`config.mk`:
```
export PLATFORM = sky130hd
export DESIGN_NAME = fir_controller_flat
export DESIGN_NICKNAME = d
export VERILOG_FILES = /design/src/rtl/fir_controller_if.sv /design/src/rtl/fir_controller.sv /design/src/flat_wrapper.sv
export SDC_FILE = /design/constraint.sdc
export NUM_CORES = 1
export LEC_CHECK = 0
export CORE_ASPECT_RATIO = 1.2
export CORE_UTILIZATION = 47
export CTS_BUF_LIST = sky130_fd_sc_hd__clkbuf_16
export DETAILED_ROUTE_END_ITERATION = 12
export HOLD_SLACK_MARGIN = 0.12
export PLACE_DENSITY = 0.82
export SETUP_SLACK_MARGIN = 0.15
export SYNTH_ARGS = -nofsm -noshare
export SYNTH_HDL_FRONTEND = slang
export SYNTH_SLANG_ARGS = --single-unit
```
`constraint.sdc`:
```
create_clock -name clk -period 1.9 [get_ports clk]
set_clock_uncertainty 0.2 [all_clocks]
set_input_delay 0.38 -clock clk [delete_from_list [all_inputs] [get_ports clk]]
set_output_delay 0.38 -clock clk [all_outputs]
set_load 0.02 [all_outputs]
```
`src/rtl/fir_controller_if.sv`:
```
// fir_controller_if -- handshake and datapath-control bundle for the FIR controller.
//   data_ready          : new sample available (high 2 cycles per sample)
//   new_coefficient_set : coefficient set ready for loading
//   overflow            : combinational datapath overflow flag
//   modwait             : controller busy
//   err                 : last computation overflowed
//   cnt_up              : one-cycle pulse per completed result
//   clear_coeff         : one-cycle pulse clearing the coefficient-set flag
//   coefficient_num     : index of coefficient being fetched
//   op                  : datapath opcode
//   src1, src2, dest    : register-file indices
// slave  = controller side, master = bus/datapath side.
interface fir_controller_if;
    logic       data_ready;
    logic       new_coefficient_set;
    logic       overflow;
    logic       modwait;
    logic       err;
    logic       cnt_up;
    logic       clear_coeff;
    logic [1:0] coefficient_num;
    logic [2:0] op;
    logic [3:0] src1;
    logic [3:0] src2;
    logic [3:0] dest;

    modport slave (
        input  data_ready, new_coefficient_set, overflow,
        output modwait, err, cnt_up, clear_coeff, coefficient_num,
               op, src1, src2, dest
    );

    modport master (
        output data_ready, new_coefficient_set, overflow,
        input  modwait, err, cnt_up, clear_coeff, coefficient_num,
               op, src1, src2, dest
    );
endinterface

```
`src/rtl/fir_controller.sv`:
```
// fir_controller -- sequences a 4-tap FIR datapath: coefficient loading and
// per-sample shift/multiply/accumulate, with overflow abort.
//   clk   : clock, all state on rising edge
//   n_rst : synchronous active-low reset
//   bus   : fir_controller_if.slave (handshake inputs, opcode/select outputs)
// Registers: R0 acc, R1..R4 samples (R1 newest), R5..R8 coeffs, R9 input, R10 product.
module fir_controller (
    input logic        clk,
    input logic        n_rst,
    fir_controller_if.slave bus
);
    localparam logic [4:0] IDLE   = 5'd0,  EIDLE  = 5'd1,
                           LOAD0  = 5'd2,  LOAD1  = 5'd3,
                           LOAD2  = 5'd4,  LOAD3  = 5'd5,
                           CLEAR  = 5'd6,  STORE  = 5'd7,
                           ZERO   = 5'd8,  SHIFT1 = 5'd9,
                           SHIFT2 = 5'd10, SHIFT3 = 5'd11,
                           SHIFT4 = 5'd12, MUL1   = 5'd13,
                           ADD1   = 5'd14, MUL2   = 5'd15,
                           SUB2   = 5'd16, MUL3   = 5'd17,
                           ADD3   = 5'd18, MUL4   = 5'd19,
                           SUB4   = 5'd20;

    localparam logic [2:0] OP_NOP = 3'd0, OP_COPY = 3'd1, OP_LDS = 3'd2,
                           OP_LDC = 3'd3, OP_ADD  = 3'd4, OP_SUB = 3'd5,
                           OP_MUL = 3'd6;

    logic [4:0] state, next_state;
    logic       dr_q, pending, modwait_q, err_q;
    logic       req, pend_any, abort;

    logic [2:0] op_c;
    logic [3:0] src1_c, src2_c, dest_c;
    logic [1:0] cnum_c;
    logic       clear_c, cnt_up_c;

    assign req      = bus.data_ready & ~dr_q;
    assign pend_any = pending | req;

    always_comb begin
        abort = 1'b0;
        case (state)
            ZERO, ADD1, SUB2, ADD3, SUB4: abort = bus.overflow;
            default:                      abort = 1'b0;
        endcase
    end

    always_comb begin
        next_state = IDLE;
        case (state)
            IDLE, EIDLE: begin
                if (bus.new_coefficient_set) next_state = LOAD0;
                else if (pend_any)           next_state = STORE;
                else                         next_state = state;
            end
            LOAD0:  next_state = LOAD1;
            LOAD1:  next_state = LOAD2;
            LOAD2:  next_state = LOAD3;
            LOAD3:  next_state = CLEAR;
            // A request queued during the load goes straight to STORE; the
            // coefficient flag is still high here, so IDLE rules can't apply.
            CLEAR:  next_state = pend_any ? STORE : IDLE;
            STORE:  next_state = ZERO;
            ZERO:   next_state = abort ? EIDLE : SHIFT1;
            SHIFT1: next_state = SHIFT2;
            SHIFT2: next_state = SHIFT3;
            SHIFT3: next_state = SHIFT4;
            SHIFT4: next_state = MUL1;
            MUL1:   next_state = ADD1;
            ADD1:   next_state = abort ? EIDLE : MUL2;
            MUL2:   next_state = SUB2;
            SUB2:   next_state = abort ? EIDLE : MUL3;
            MUL3:   next_state = ADD3;
            ADD3:   next_state = abort ? EIDLE : MUL4;
            MUL4:   next_state = SUB4;
            SUB4:   next_state = abort ? EIDLE : IDLE;
            default: next_state = IDLE;
        endcase
    end

    always_ff @(posedge clk) begin
        if (!n_rst) begin
            state     <= IDLE;
            dr_q      <= 1'b0;
            pending   <= 1'b0;
            modwait_q <= 1'b0;
            err_q     <= 1'b0;
        end else begin
            state     <= next_state;
            dr_q      <= bus.data_ready;
            modwait_q <= (next_state != IDLE) && (next_state != EIDLE);
            if (next_state == STORE) pending <= 1'b0;
            else if (req)            pending <= 1'b1;
            if (abort)                    err_q <= 1'b1;
            else if (next_state == STORE) err_q <= 1'b0;
        end
    end

    always_comb begin
        op_c     = OP_NOP;
        src1_c   = '0;
        src2_c   = '0;
        dest_c   = '0;
        cnum_c   = '0;
        clear_c  = 1'b0;
        cnt_up_c = 1'b0;
        case (state)
            LOAD0:  begin op_c = OP_LDC; cnum_c = 2'd0; dest_c = 4'd5; end
            LOAD1:  begin op_c = OP_LDC; cnum_c = 2'd1; dest_c = 4'd6; end
            LOAD2:  begin op_c = OP_LDC; cnum_c = 2'd2; dest_c = 4'd7; end
            LOAD3:  begin op_c = OP_LDC; cnum_c = 2'd3; dest_c = 4'd8; end
            CLEAR:  clear_c = 1'b1;
            STORE:  begin op_c = OP_LDS; dest_c = 4'd9; end
            ZERO:   op_c = OP_SUB;
            SHIFT1: begin op_c = OP_COPY; src1_c = 4'd3; dest_c = 4'd4; end
            SHIFT2: begin op_c = OP_COPY; src1_c = 4'd2; dest_c = 4'd3; end
            SHIFT3: begin op_c = OP_COPY; src1_c = 4'd1; dest_c = 4'd2; end
            SHIFT4: begin op_c = OP_COPY; src1_c = 4'd9; dest_c = 4'd1; end
            MUL1:   begin op_c = OP_MUL; src1_c = 4'd1; src2_c = 4'd5; dest_c = 4'd10; end
            ADD1:   begin op_c = OP_ADD; src2_c = 4'd10; end
            MUL2:   begin op_c = OP_MUL; src1_c = 4'd2; src2_c = 4'd6; dest_c = 4'd10; end
            SUB2:   begin op_c = OP_SUB; src2_c = 4'd10; end
            MUL3:   begin op_c = OP_MUL; src1_c = 4'd3; src2_c = 4'd7; dest_c = 4'd10; end
            ADD3:   begin op_c = OP_ADD; src2_c = 4'd10; end
            MUL4:   begin op_c = OP_MUL; src1_c = 4'd4; src2_c = 4'd8; dest_c = 4'd10; end
            SUB4:   begin op_c = OP_SUB; src2_c = 4'd10; cnt_up_c = ~bus.overflow; end
            default: op_c = OP_NOP;
        endcase
    end

    assign bus.op              = op_c;
    assign bus.src1            = src1_c;
    assign bus.src2            = src2_c;
    assign bus.dest            = dest_c;
    assign bus.coefficient_num = cnum_c;
    assign bus.clear_coeff     = clear_c;
    assign bus.cnt_up          = cnt_up_c;
    assign bus.modwait         = modwait_q;
    assign bus.err             = err_q;
endmodule

```
`src/flat_wrapper.sv`:
```
// flat-port wrapper written by rule: the top's interface ports become plain ports
module fir_controller_flat 
  (clk, n_rst, bus_data_ready, bus_new_coefficient_set, bus_overflow, bus_modwait, bus_err, bus_cnt_up, bus_clear_coeff, bus_coefficient_num, bus_op, bus_src1, bus_src2, bus_dest);
  fir_controller_if bus_i ();
  input logic clk;
  input logic n_rst;
  input wire logic [$bits(bus_i.data_ready)-1:0] bus_data_ready;
  input wire logic [$bits(bus_i.new_coefficient_set)-1:0] bus_new_coefficient_set;
  input wire logic [$bits(bus_i.overflow)-1:0] bus_overflow;
  output wire logic [$bits(bus_i.modwait)-1:0] bus_modwait;
  output wire logic [$bits(bus_i.err)-1:0] bus_err;
  output wire logic [$bits(bus_i.cnt_up)-1:0] bus_cnt_up;
  output wire logic [$bits(bus_i.clear_coeff)-1:0] bus_clear_coeff;
  output wire logic [$bits(bus_i.coefficient_num)-1:0] bus_coefficient_num;
  output wire logic [$bits(bus_i.op)-1:0] bus_op;
  output wire logic [$bits(bus_i.src1)-1:0] bus_src1;
  output wire logic [$bits(bus_i.src2)-1:0] bus_src2;
  output wire logic [$bits(bus_i.dest)-1:0] bus_dest;
  assign bus_i.data_ready = bus_data_ready;
  assign bus_i.new_coefficient_set = bus_new_coefficient_set;
  assign bus_i.overflow = bus_overflow;
  assign bus_modwait = bus_i.modwait;
  assign bus_err = bus_i.err;
  assign bus_cnt_up = bus_i.cnt_up;
  assign bus_clear_coeff = bus_i.clear_coeff;
  assign bus_coefficient_num = bus_i.coefficient_num;
  assign bus_op = bus_i.op;
  assign bus_src1 = bus_i.src1;
  assign bus_src2 = bus_i.src2;
  assign bus_dest = bus_i.dest;
  fir_controller u_core (.clk(clk), .n_rst(n_rst), .bus(bus_i));
endmodule
```
==> out/results.ini, run 1 <==
[run_status]
status = aborted with a tool error
haltStage = clock tree synthesis
error = [ERROR DPL-0033] detailed placement checks failed during check placement.

[logic_synthesis]
ys_async_sr_fraction = 0
syn_nets = 143
synth_common_cells = 24 x nor2_1, 15 x nand2_1, 14 x a21oi_1, 9 x dfxtp_1
ys_seq_area_frac = 0.2011
netlist_instances = 138
yosysUniqueCellTypes = 41
synth_area_leaders = dfxtp_1 20%, nor2_1 10%, a21oi_1 7.8%, nand2_1 6.3%, buf_2 3.9%
synth_most_common_cell = nor2_1
syn-cell-area_um2 = 895.9
ys.flop_type = dfxtp_1
ys_ff_latch = 9
yosys.area.top_type_share = 0.2011
synth_largest_area_cell = dfxtp_1
synth_edf_count = 0
syn_avg_cell_area_um2 = 6.492
yosys_warnings = 0

[placement]
dpl.hpwl_um = 2323
dp_slack_ns = -0.4379
gp_congestion = 0.9434
io_buffers = 25

[clock_tree]
cts_buffers = 3
cts_root_buffer = clkbuf_16
cts_buffer_depth = 2
clock_sinks = 9
cts_setup_buffers = 4
cts_max_level = 1
cts_hold_buf = 0
cts.repair.resized = 141

[floorplanning]
fp.dieW_um = 41.86
rows = 16
initial_core_util = 0.5265
ios = 26
fp.dieH_um = 49.83

cell families after synthesis:
family                 after synthesis  share of synthesized area
and+or+nand+nor                     67                     0.3673
AOI/OAI and AO/OA                   46                     0.3310
buffers and inverters               15                    0.08938
DFF                                  9                     0.2011
muxes                                1                    0.01117
through the flow:
stage               hold WS (ns)  std cells    util  TNS [ns]  area, um^2
detailed placement        0.2799        209  0.8618    -5.171        1466
global placement          0.2758        209  0.8618    -4.388        1466
floorplan                 0.3017        138       -         0       987.2
==> run 2, diff against run 1 <==
==> config.mk (replaced) <==
export PLATFORM = sky130hd
export DESIGN_NAME = fir_controller_flat
export DESIGN_NICKNAME = d
export VERILOG_FILES = /design/src/rtl/fir_controller_if.sv /design/src/rtl/fir_controller.sv /design/src/flat_wrapper.sv
export SDC_FILE = /design/constraint.sdc
export NUM_CORES = 1
export LEC_CHECK = 0
export CORE_AREA = 2 2 63 65
export DETAILED_ROUTE_END_ITERATION = 12
export DIE_AREA = 0 0 65 67
export PLACE_DENSITY_LB_ADDON = 0.15
export SYNTH_ARGS = -nofsm -noshare
export SYNTH_HDL_FRONTEND = slang
export SYNTH_SLANG_ARGS = --single-unit
==> run 2 against run 1 <==
Effect of this change:
- the flow now finishes, with violations (negative setup slack)
- synthesized cell count unchanged
- area after synthesis stayed put
==> out/results.ini, run 2 <==
[logic_synthesis]
yosysUniqueCellTypes = 41  ; unchanged
syn_avg_cell_area_um2 = 6.492  ; unchanged
synth_edf_count = 0  ; unchanged
synth_most_common_cell = nor2_1  ; unchanged
yosys_warnings = 0  ; unchanged
ys_seq_area_frac = 0.2011  ; unchanged
yosys.area.top_type_share = 0.2011  ; unchanged
synth_largest_area_cell = dfxtp_1  ; unchanged
synth_common_cells = 24 x nor2_1, 15 x nand2_1, 14 x a21oi_1, 9 x dfxtp_1  ; unchanged
ys_async_sr_fraction = 0  ; unchanged
syn_nets = 143  ; unchanged
synth_area_leaders = dfxtp_1 20%, nor2_1 10%, a21oi_1 7.8%, nand2_1 6.3%, buf_2 3.9%  ; unchanged
syn-cell-area_um2 = 895.9  ; unchanged
ys_ff_latch = 9  ; unchanged
netlist_instances = 138  ; unchanged
ys.flop_type = dfxtp_1  ; unchanged

[grt]
grt_usage = 0.1676
antenna_found_initial = 0
grt_pass1_vias = 1193
grt_first_pass_wirelength_um = 5609
grt.overflow.total = 0
grt_max_degree = 14

[timing]
maxSlewViolCount = 0
finalSetupTns_ns = -0.4142
slew_headroom = 0.7877
period_share = 1.068
hold_viol = 0
layout_setup_ws_ns = -0.1287
layout_min_cycle_time_ns = 2.029
worstMarginPinSlew_ns = 0.3174
fmax_mhz = 492.9
setup_viol = 8
rsz0062_at_grt = yes

[pwr]
comb_power_share = 0.765
p_sw_uw = 1035
seqPwrFrac = 0.139
p_clk_frac = 0.096
p_per_area_nw_per_um2 = 1276
vdd_ir_drop_max_uv = 641.7
p_int_uw = 1295
leakage_uw = 0.0008070
p_sw_frac = 0.4442

[clock_tree]
cts_tree = done
clk_pin_slew_ns = 0.05
cts_buffers = 3  ; unchanged
cts_hold_buf = 0  ; unchanged
clock_sinks = 9  ; unchanged
cts_buffer_depth = 2  ; unchanged
clkLatencyLatePin_ns = 0.24
cts_max_level = 1  ; unchanged
cts_root_buffer = clkbuf_8  ; was clkbuf_16

[final_layout]
final_nets = 217
largest-register = u_core.state
mostFrequentLayoutCells = 53 x buf_4, 19 x nor2_1, 18 x buf_6
layout_commonest_cell = buf_4
area_delta_synth_final_pct = 103.9
fin_cells = 259
largest_reg_flops = 5
antenna_cells = 0
drive_gt1_frac = 0.5972

[floorplanning]
dieArea_um2 = 4355
ios = 26  ; unchanged
fp.dieW_um = 65  ; was 41.86 um
fp.dieH_um = 67  ; was 49.83 um
initial_core_util = 0.2484  ; was 0.5265
rows = 22  ; was 16
core_um2 = 3606

[setup_path]
crit_arrival_ns = 1.45
cp_max_fo = 6
crit_chain = buf_6 -> or3_1 -> o21ai_1 -> o21ai_1 -> nor2_1 -> buf_4
worstSetupStartpointType = flop
max_stage_delay_ns = 0.37
cp_slowest_cell = dfxtp_4
crit_path_end_kind = primary output
critPathKind = reg2out
crit_top_cell = o21ai_1
cp.required_ns = 1.32

[detailed_routing]
drc = 0
first_iter_violations = 52
via_count = 1279
ant_nets = 0
first_pass_iters = 4
routed_wl_um = 3565
vias_per_cell = 4.938
wire_per_inst_um = 13.76

[worst_hold_path]
hold_class = reg2reg

[run_status]
status = complete, but fails checks  ; was aborted with a tool error
violations = negative setup slack

[job]
max_cap_viol_count = 0

[placement]
gp_congestion = 0.8260  ; was 0.9434
placedCellCount = 242  ; was 209
dpl.hpwl_um = 2424  ; was 2323 um
io_buffers = 25  ; unchanged

[run 2: metrics by stage]
step / utilization / total power, uW / worst slack (ns) / instance area [um^2] / hold WS (ns)
6_report: 0.5066 / 2331 / -0.1287 / 1827 / 0.3106
5_1_grt: 0.5066 / 2491 / -0.1755 / 1827 / 0.3585
4_1_cts: 0.4636 / 2124 / -0.1489 / 1672 / 0.3167
3_5_place_dp: 0.4133 / 1713 / -0.4879 / 1490 / 0.2889
3_3_place_gp: 0.4133 / 1704 / -0.4687 / 1490 / 0.2957
2_1_floorplan: - / 1088 / 0.03621 / 920.9 / 0.3017
[run 2: logic make-up (layout without fill, tap and decap cells)]
logic type,Yosys count,in the layout,synth area share
buf+inv,15,88,0.08938
simple gates,67,67,0.3673
mux,1,1,0.01117
flops,9,9,0.2011
compound gates,46,46,0.3310
[run 2: worst paths after layout]
path,slack (ns),to,start,depth (start not counted)
worst max register to register,-0.04,u_core.bus.modwait$_SDFF_PN0_,u_core.state[2]$_SDFF_PN0_,9
worst min register to register,0.31,u_core.bus.err$_SDFFE_PN0P_,u_core.bus.err$_SDFFE_PN0P_,2
worst min-delay path,0.31,u_core.bus.err$_SDFFE_PN0P_,u_core.bus.err$_SDFFE_PN0P_,2
worst max-delay path,-0.13,bus_dest[2],u_core.state[2]$_SDFF_PN0_,6
[run 2: worst max-delay path: cells and delay by family, from the launching register on]
kind | cells | cell delay, ns
compound gates | 2 | 0.14
simple gates | 2 | 0.43
flops | 1 | 0.37
buf+inv | 2 | 0.26
[run 2: power by group through the flow]
stage               clock [uW]  combinational [uW]  sequential, uW
finish                     224                1780             325
global route               246                1910             331
CTS                        235                1570             316
detailed placement           0                1410             305
global placement             0                1400             307
floorplan                    0                 800             288
[run 2: final cells by class]
type | instances | area, um^2
clock buffer | 3 | 41.29
multi-input combinational | 114 | 833.3
inverter | 5 | 21.27
timing repair buffer | 79 | 669.4
tap | 48 | 60.06
clock inverter | 1 | 5.005
fill | 371 | 1779
sequential | 9 | 196.4
[run 2: per-layer routing]
metal | up-vias | track usage | share of wire
met5 | - | 0 | 0
met4 | 0 | 0.07447 | 0.018
met3 | 5 | 0.01689 | 0.037
met2 | 29 | 0.2861 | 0.49
met1 | 606 | 0.2123 | 0.45
li1 | 639 | - | -
[run 2: what timing repair did]
action / in CTS / in global routing
gates resized for setup: 131 / 43
buffers inserted: 11 / 4
cloned: 0 / 0
pin swaps: 11 / 7
setup endpoints to repair: 20 / 20
Note: power is estimated with default switching activity, not from simulation.
==> run 3, diff against run 2 <==
--- a/config.mk
+++ b/config.mk
@@ -8,6 +8,7 @@
 export CORE_AREA = 2 2 63 65
 export DETAILED_ROUTE_END_ITERATION = 12
 export DIE_AREA = 0 0 65 67
+export GPL_TIMING_DRIVEN = 0
 export PLACE_DENSITY_LB_ADDON = 0.15
 export SYNTH_ARGS = -nofsm -noshare
 export SYNTH_HDL_FRONTEND = slang
==> run 3 against run 2 <==
Effect of this change:
- the run still ends with negative setup slack left
- clock power fell by 5%
- global-route usage fell by 0.51 points
- total power fell by 6.4%
- wire length fell by 1.8%
- setup slack got worse by 0.0022 ns
- hold slack got worse by 0.0093 ns
- sequential power barely moved
- non-clock buffer count fell by 18
- sequential cell count did not move
- register-to-register slack improved by 0.13 ns
- critical path type unchanged
- largest cell class unchanged
- largest power group unchanged
==> out/results.ini, run 3 (synthesis results as in run 2) <==
[run_status]
status = complete, but fails checks  ; unchanged
violations = negative setup slack  ; unchanged

[grt]
grt_first_pass_wirelength_um = 5347  ; was 5609 um
grt_pass1_vias = 1143  ; was 1,193
grt_max_degree = 11  ; was 14
grt_usage = 0.1625  ; was 0.1676
grt.overflow.total = 0  ; unchanged
antenna_found_initial = 0  ; unchanged

[timing]
layout_min_cycle_time_ns = 2.031  ; was 2.029 ns
setup_viol = 13  ; was 8
worstMarginPinSlew_ns = 0.4989  ; was 0.3174 ns
layout_setup_ws_ns = -0.1309  ; was -0.1287 ns
rsz0062_at_grt = yes  ; unchanged
hold_viol = 0  ; unchanged
maxSlewViolCount = 0  ; unchanged
fmax_mhz = 492.4  ; was 492.9 MHz
period_share = 1.069  ; was 1.068
slew_headroom = 0.6643  ; was 0.7877

[clock_tree]
cts_tree = done  ; unchanged
cts_max_level = 1  ; unchanged
cts_buffers = 3  ; unchanged
clock_sinks = 9  ; unchanged
clk_pin_slew_ns = 0.04  ; was 0.05 ns
clkLatencyLatePin_ns = 0.23  ; was 0.24 ns
cts_root_buffer = clkbuf_8  ; unchanged
cts_buffer_depth = 2  ; unchanged

[floorplanning]
initial_core_util = 0.2484  ; unchanged
fp.dieH_um = 67  ; unchanged
core_um2 = 3606  ; unchanged
ios = 26  ; unchanged
dieArea_um2 = 4355  ; unchanged
fp.dieW_um = 65  ; unchanged
rows = 22  ; unchanged

[detailed_routing]
drc = 0  ; unchanged
first_pass_iters = 4  ; unchanged
first_iter_violations = 38  ; was 52
wire_per_inst_um = 14.53  ; was 13.76 um
via_count = 1209  ; was 1,279
vias_per_cell = 5.017  ; was 4.938
ant_nets = 0  ; unchanged
routed_wl_um = 3502  ; was 3565 um

[placement]
gp_congestion = 0.8755  ; was 0.8260
dp_slack_ns = -0.5438  ; was -0.4879 ns
dpl.hpwl_um = 2269  ; was 2424 um
placedCellCount = 211  ; was 242
io_buffers = 25  ; unchanged

[setup_path]
critPathKind = reg2out  ; unchanged
reg2reg_slack_ns = 0.09  ; was -0.04 ns
crit_top_cell = o21ai_1  ; unchanged
crit_path_end_kind = primary output  ; unchanged
cp_max_fo = 6  ; unchanged
crit_arrival_ns = 1.45  ; about the same
max_stage_delay_ns = 0.36  ; was 0.37 ns
worstSetupStartpointType = flop  ; unchanged
crit_chain = buf_8 -> or3_1 -> o21ai_1 -> o21ai_1 -> nor2_1 -> buf_4  ; was buf_6 -> or3_1 -> o21ai_1 -> o21ai_1 -> nor2_1 -> buf_4
cp_slowest_cell = dfxtp_4  ; unchanged
cp.required_ns = 1.32  ; about the same

[worst_hold_path]
hold_class = reg2reg  ; unchanged

[pwr]
leakage_uw = 0.0007492  ; was 0.0008070 uW
p_per_area_nw_per_um2 = 1298  ; was 1276 nW/um^2
vdd_ir_drop_max_uv = 663.7  ; was 641.7 uV

[final_layout]
layout_commonest_cell = buf_4  ; unchanged
largest_reg_flops = 5  ; unchanged
mostFrequentLayoutCells = 35 x buf_4, 19 x nor2_1, 10 x a21oi_1  ; was 53 x buf_4, 19 x nor2_1, 18 x buf_6
drive_gt1_frac = 0.5389  ; was 0.5972
fin_cells = 241  ; was 259
final_nets = 199  ; was 217
largest-register = u_core.state  ; unchanged
area_delta_synth_final_pct = 87.57  ; was 103.9%
antenna_cells = 0  ; unchanged

[job]
max_cap_viol_count = 0  ; unchanged

## run 3: cell types whose count changed in the layout (fill, tap and decap cells not counted), moves of 3 or more
cell / previous run / this run
buf_4: 53 / 35
buf_2: 2 / 5
buf_8: 0 / 7
buf_6: 18 / 6
## run 3: per-stage QoR
stage	setup TNS, ns	util	area (um^2)	hold slack [ns]	power, uW
floorplan	0	-	920.9	0.3017	1088
global placement	-7.843	0.3414	1231	0.2865	1453
detailed placement	-8.098	0.3414	1231	0.2940	1468
CTS	-0.8885	0.4042	1458	0.3088	1889
global route	-1.853	0.4660	1680	0.3229	2315
finish	-0.7145	0.4660	1680	0.3013	2181
## run 3: path summary, 6_finish.rpt
check,to,startpoint,depth (start not counted)
worst max register to register,u_core.bus.modwait$_SDFF_PN0_,u_core.state[2]$_SDFF_PN0_,6
worst min-delay path,u_core.bus.err$_SDFFE_PN0P_,u_core.bus.err$_SDFFE_PN0P_,2
worst min register to register,u_core.bus.err$_SDFFE_PN0P_,u_core.bus.err$_SDFFE_PN0P_,2
worst max-delay path,bus_dest[2],u_core.state[2]$_SDFF_PN0_,6
## run 3: critical path: cells and delay by family, from the launching register on
| family | cells | cell delay (ns) |
|---|---|---|
| flops | 1 | 0.36 |
| simple gates | 2 | 0.43 |
| compound gates | 2 | 0.15 |
| buf+inv | 2 | 0.28 |
## run 3: routing by layer
metal  track usage  part of all wire
met2        0.2887              0.51
met1        0.1837              0.43
met5             0                 0
met3       0.01689             0.035
met4        0.1064             0.026
## run 3: timing repair
item                                    CTS  global route
endpoints found under the setup margin   19            18
hold buffers                              0             0
pin swaps                                 5             4
setup buffers                            12            10
gates resized for setup                 137            36
cloned                                    3             1
## run 3: layout make-up
class | instances | area, um^2
Buffer | 10 | 135.1
Clock buffer | 4 | 45.04
Fill cell | 374 | 1926
Inverter | 5 | 26.28
Multi-Input combinational cell | 114 | 797.0
Sequential cell | 9 | 196.4
Tap cell | 48 | 60.06
Timing Repair Buffer | 51 | 420.4
## run 3: power by group
group	internal [uW]	leakage (uW)	switching (uW)
registers	249	0.0000772	73.5
logic	806	0.000649	840
clock network	145	0.0000228	67.6
